==> src/rtl/led_pkg.sv <==
// Shared types and constants for the LED blink arbiter.
// Latency: n/a (declarations only).
// Backpressure: n/a (declarations only).
package led_pkg;

  // Service phases of the LED owner.
  typedef enum logic [1:0] {
    IDLE = 2'd0,
    ON   = 2'd1,
    OFF  = 2'd2,
    GAP  = 2'd3
  } state_t;

  // Board default: CLOCK_50 cycles per LED half-period.
  localparam int DEF_TICK_DIV = 5000;
  localparam int DEF_TICK_W   = $clog2(DEF_TICK_DIV);

  // Width of a counter that has to reach div-1.
  function automatic int tick_width(input int div);
    return (div < 2) ? 1 : $clog2(div);
  endfunction

endpackage

==> src/rtl/led_blink_arbiter_rr_arbiter.sv <==
// Round-robin pick: first asserted request at or after ptr, scanning upward with wrap.
// Latency: purely combinational.
// Backpressure: none; the caller decides when to take the grant.
module rr_arbiter #(
  parameter int N     = 4,
  parameter int IDX_W = (N < 2) ? 1 : $clog2(N)
) (
  input  logic [N-1:0]     req,
  input  logic [IDX_W-1:0] ptr,
  output logic [N-1:0]     grant,
  output logic [IDX_W-1:0] index
);

  int               cand_int;
  logic [IDX_W-1:0] cand;
  logic             found;

  // Walk the requesters starting at ptr; the first hit wins.
  always_comb begin
    grant    = '0;
    index    = '0;
    found    = 1'b0;
    cand_int = 0;
    cand     = '0;
    for (int i = 0; i < N; i++) begin
      cand_int = int'(ptr) + i;
      if (cand_int >= N) begin
        cand_int = cand_int - N;
      end
      cand = IDX_W'(cand_int);
      if (!found && req[cand]) begin
        found       = 1'b1;
        grant[cand] = 1'b1;
        index       = cand;
      end
    end
  end

endmodule

==> src/rtl/led_blink_arbiter.sv <==
// Shares one LED among N_REQ requesters; each owner gets a burst of k blinks plus an off gap.
// Latency: grant one edge after request; done (2k+1)*TICK_DIV cycles after grant (TICK_DIV for k=0).
// Backpressure: requests wait at level until served; no grant in the cycle done is high.
module led_blink_arbiter
  import led_pkg::*;
#(
  parameter int N_REQ    = 4,
  parameter int TICK_DIV = DEF_TICK_DIV,
  parameter int CNT_W    = 4
) (
  input  logic                     CLOCK_50,
  input  logic                     reset,
  input  logic [N_REQ-1:0]         req,
  input  logic [N_REQ*CNT_W-1:0]   count,
  output logic [N_REQ-1:0]         gnt,
  output logic [N_REQ-1:0]         done,
  output logic                     busy,
  output logic                     LED
);

  localparam int TICK_W = tick_width(TICK_DIV);
  localparam int IDX_W  = (N_REQ < 2) ? 1 : $clog2(N_REQ);

  localparam logic [TICK_W-1:0] TICK_LAST = TICK_W'(TICK_DIV - 1);
  localparam logic [IDX_W-1:0]  IDX_LAST  = IDX_W'(N_REQ - 1);
  localparam logic [CNT_W-1:0]  CNT_ONE   = CNT_W'(1);

  state_t            state;
  logic [TICK_W-1:0] tick;
  logic [CNT_W-1:0]  remaining;
  logic [IDX_W-1:0]  ptr;

  logic [N_REQ-1:0]  arb_grant;
  logic [IDX_W-1:0]  arb_idx;
  logic [CNT_W-1:0]  sel_count;
  logic              tick_end;

  rr_arbiter #(
    .N     (N_REQ),
    .IDX_W (IDX_W)
  ) u_rr (
    .req   (req),
    .ptr   (ptr),
    .grant (arb_grant),
    .index (arb_idx)
  );

  // Blink count of the requester that would win this cycle; only read at the grant edge.
  assign sel_count = count[arb_idx*CNT_W +: CNT_W];
  assign tick_end  = (tick == TICK_LAST);

  // Owner FSM: grant, ON/OFF half-periods, trailing gap, then the done pulse.
  always_ff @(posedge CLOCK_50 or negedge reset) begin
    if (!reset) begin
      state     <= IDLE;
      gnt       <= '0;
      done      <= '0;
      busy      <= 1'b0;
      LED       <= 1'b0;
      tick      <= '0;
      remaining <= '0;
      ptr       <= '0;
    end else begin
      done <= '0;
      case (state)
        IDLE: begin
          // A pending done blocks the grant, forcing an idle cycle between owners.
          if ((req != '0) && (done == '0)) begin
            gnt       <= arb_grant;
            remaining <= sel_count;
            tick      <= '0;
            busy      <= 1'b1;
            ptr       <= (arb_idx == IDX_LAST) ? '0 : arb_idx + 1'b1;
            if (sel_count != '0) begin
              LED   <= 1'b1;
              state <= ON;
            end else begin
              LED   <= 1'b0;
              state <= GAP;
            end
          end
        end

        ON: begin
          if (tick_end) begin
            tick  <= '0;
            LED   <= 1'b0;
            state <= OFF;
          end else begin
            tick <= tick + 1'b1;
          end
        end

        OFF: begin
          if (tick_end) begin
            tick      <= '0;
            remaining <= remaining - 1'b1;
            if (remaining == CNT_ONE) begin
              state <= GAP;
            end else begin
              LED   <= 1'b1;
              state <= ON;
            end
          end else begin
            tick <= tick + 1'b1;
          end
        end

        GAP: begin
          LED <= 1'b0;
          if (tick_end) begin
            done  <= gnt;
            gnt   <= '0;
            tick  <= '0;
            busy  <= 1'b0;
            state <= IDLE;
          end else begin
            tick <= tick + 1'b1;
          end
        end

        default: begin
          state <= IDLE;
        end
      endcase
    end
  end

endmodule

==> config.mk <==
export PLATFORM = sky130hd
export DESIGN_NAME = led_blink_arbiter
export DESIGN_NICKNAME = d
export VERILOG_FILES = /design/src/rtl/led_pkg.sv /design/src/rtl/led_blink_arbiter_rr_arbiter.sv /design/src/rtl/led_blink_arbiter.sv
export SDC_FILE = /design/constraint.sdc
export NUM_CORES = 1
export LEC_CHECK = 0
export BUFFER_PORTS_ARGS = -buffer_cell sky130_fd_sc_hd__buf_2
export CAP_MARGIN = 20
export CORE_MARGIN = 10
export CORE_UTILIZATION = 57
export DETAILED_ROUTE_END_ITERATION = 6
export PLACE_DENSITY = 0.84
export SKIP_CTS_REPAIR_TIMING = 1
export SLEW_MARGIN = 5
export SYNTH_ARGS = -nofsm -noshare
export SYNTH_HDL_FRONTEND = slang
export SYNTH_SLANG_ARGS = --single-unit
==> constraint.sdc <==
create_clock -name CLOCK_50 -period 3.8 [get_ports CLOCK_50]
set_clock_uncertainty 0.15 [all_clocks]
set_input_delay 0.19 -clock CLOCK_50 [delete_from_list [all_inputs] [get_ports CLOCK_50]]
set_output_delay 0.19 -clock CLOCK_50 [all_outputs]
set_load 0.02 [all_outputs]
==> metrics.csv <==
stage,metric,value,unit
worst_hold_path,hold endpoint,remaining[1],
power,cell-internal power,0.487,mW
final_layout,fin nets,313,
final_layout,"commonest non-fill, non-tap cell in the layout",nand2_1,
sta,"Slew Viols, Final",0,
final_layout,area delta synth->final,11.2,%
floorplan,initial core utilization,59.8,%
grt,largest net degree at the start of global routing,32,
floorplan,Die Height,82.7,um
grt,vias in the first global route,1888,
floorplan,chip width,82.7,um
final_layout,Finished Cell Area,2490,um2
final_layout,share of cells above drive strength 1,20.6,%
critical_path,Worst R2R End,LED,
critical_path,critical path arrival,3420,ps
clocking,Clock Pin Slew Worst Setup and Hold Paths,60,ps
critical_path,R2R setup slack,400,ps
critical_path,startpoint types,flip-flop,
critical_path,CP cell instances,inv_1 -> ha_1 -> mux4_2 -> or3_4 -> o2111ai_2 -> a221oi_1 -> o22ai_2 -> nand4b_2 -> a22o_1,
sta,Max transition margin,46.9,%
critical_path,"critical path fanouts, max",11,
detailed_routing,# DRC,0,
worst_hold_path,Hold Path Stages,5,
sta,final setup TNS,0,ps
clocking,Worst-Skew Late Latency,290,ps
logic_synthesis,average size of a mapped cell,8.85,um2
placement,DP Area,2400,um2
clocking,clock root buffer,clkbuf_8,
floorplan,Ports,32,
sta,Final Hold Viols,0,
power,Flop pwr share,51.0,%
logic_synthesis,Post-Syn Area,2240,um2
logic_synthesis,Synth Warn #,0,
sta,Hold Worst Slack,254,ps
placement,post-DP HPWL,3830,um
clocking,Longest Clk Path Bufs,2,
clocking,TritonCTS clock tree,built,
detailed_routing,Starting DRT DRC Count,166,
logic_synthesis,Synth area leaders,"dfrtp_1, ha_1, o21ai_0",
grt,first-pass GRT wire length,8800,um
detailed_routing,DR WL/cell,15.4,um
placement,GP Congestion,0.867,
power,pwr/cell area,260,nW/um2
logic_synthesis,sequential area share after synthesis,34.6,%
power,Peak VDD IR,178,uV
run,max cap viols,0,
sta,Worst Max-Slew Pin Slew,794,ps
logic_synthesis,ys flop type,dfrtp_1,
detailed_routing,DR vias,2021,
logic_synthesis,Yosys top cell area share,34.6,%
floorplan,Core ar.,3740,um2
grt,met1 usage,21.5,%
logic_synthesis,synth unique cells,56,
critical_path,Top Family by Delay on Critical Path,compound AO/OA/AOI/OAI gates,
clocking,H-tree depth,2,
power,Leak,1.16,nW
final_layout,antenna diode count,0,
sta,RSZ-0062 raised after global routing,no,
logic_synthesis,Yosys reg bits,31,
logic_synthesis,Syn Inst Count,253,
final_layout,number of fill cells in the layout,307,
sta,Max Freq,0.294,GHz
grt,met3 Usage GRT,5.18,%
detailed_routing,final WL,5080,um
placement,I/O Buffers,31,
grt,initial antenna violation count,0,
logic_synthesis,Synth Net Count,286,
floorplan,Site Rows,22,
critical_path,CP bufs+invs,1,
power,Comb power frac,10.5,%
power,Sw Pwr,0.160,mW
worst_hold_path,hold path startpoint,count[5],
detailed_routing,DR pass1 iterations,4,
power,clock power share,38.5,%
floorplan,die area,6840,um2
sta,min Tclk post-route,3400,ps
clocking,clk sinks,31,
worst_hold_path,Hold Crit Class,input port to flip-flop,
critical_path,CP Class,flip-flop to flip-flop,
sta,# setup viols final,0,
final_layout,Finished Core Util,66.5,%
logic_synthesis,Synth async-reset ratio,100,%
critical_path,cell at the slowest stage of the critical path,mux4_2,
final_layout,most frequent cells in the layout,"nand2_1, buf_2, dfrtp_1",
power,Tot Pwr,0.647,mW
critical_path,CP Data Required Time,3820,ps
power,sw frac,24.7,%
detailed_routing,Antenna Nets Post-Route,0,
clocking,CTS buffer count,5,
detailed_routing,vias per cell,6.14,
critical_path,Reg-to-Reg Start,ptr[1],
critical_path,Crit path largest cell delay,630,ps
outcome,run status,"finished, final reports clean",
logic_synthesis,Post-synth EDFFs,0,
logic_synthesis,cell type with the largest total area after synthesis,dfrtp_1,
critical_path,R2R depth,9,
grt,Tot GR Track Use,16.2,%
grt,met2 usage,24.2,%
grt,"Most Used Layer, Global Route",met2,
critical_path,Setup crit end kind,flip-flop,
sta,period utilization,89.5,%
grt,grt ovf,0,
## stage by stage
step	cells	worst slack, ps
2_1_floorplan	253	669
6_report	329	400
5_1_grt	329	184
3_5_place_dp	320	435
4_1_cts	328	431
3_3_place_gp	319	561
## sequential cells by signal, summed over array words and instances, names as in the netlist
name and flops:
LED 1, busy 1, done 4, gnt 4, ptr 2, remaining 4
state 2, tick 13
## tightest hold or removal path, delay by kind of cell
kind / cells / cell delay [ps]
AOI/OAI and AO/OA: 3 / 300
buffers and inverters: 1 / 90
muxes: 1 / 60
## cells in the mapped netlist (all sizes together) (2+ instances only)
cell and instances:
or3 4, nor3b 2, nand2 33, a21o 2
a22oi 4, and3 6, o21ai 27, ha 11
nor2 21, dfrtp 31, mux2 3, a211oi 4
nand3 12, inv 8, clkbuf 7, a21oi 5
nor3 5, or4b 2, xnor2 2, mux4 2
a22o 4, a31oi 2, buf 7, a21bo 3
a221oi 6, mux2i 11, o31ai 5, o22ai 5
a211o 2
## worst max-delay path by stage
stage | slack (ps) | startpoint | cells after the start | end
2_1_floorplan | 670 | ptr[1] | 11 | LED
3_3_place_gp | 560 | ptr[1] | 9 | LED
3_5_place_dp | 440 | ptr[1] | 9 | LED
4_1_cts | 430 | ptr[1] | 9 | LED
5_1_grt | 180 | ptr[1] | 9 | LED
6_report | 400 | ptr[1] | 9 | LED
## power by group through the flow
stage               logic (mW)  registers [mW]  clock network, mW
floorplan               0.0421           0.336                  0
global placement        0.0652           0.336                  0
detailed placement      0.0666           0.336                  0
CTS                     0.0669           0.330              0.255
global route            0.0759           0.330              0.267
finish                  0.0676           0.330              0.249
## layer usage
layer / vias up / wire [um]
met5: - / 0
met4: 0 / 68
met3: 4 / 342
met2: 54 / 2280
met1: 969 / 2390
li1: 994 / -
## area by class of cell
| type | instances | area [um2] | area share [%] |
|---|---|---|---|
| Sequential cell | 31 | 776 | 31.1 |
| Clock buffer | 7 | 76.3 | 3.06 |
| Multi-Input combinational cell | 199 | 1360 | 54.7 |
| Clock inverter | 1 | 5.00 | 0.201 |
| Inverter | 9 | 33.8 | 1.36 |
| Tap cell | 48 | 60.1 | 2.41 |
| Timing Repair Buffer | 34 | 178 | 7.13 |
## cells by family (layout without fill, tap and decap cells)
kind of cell             Yosys count  after routing  share of synthesized area (%)
buffers and inverters             23             51                           4.53
adder cells (fa/ha/maj)           11             11                           6.15
flip-flops                        31             31                           34.6
multiplexers                      16             16                           8.44
AND/OR/NAND/NOR                   94             94                           21.3
XOR/XNOR                           2              2                          0.782
AO/OA/AOI/OAI                     76             76                           24.2
Note: power is estimated with default switching activity, not from simulation.
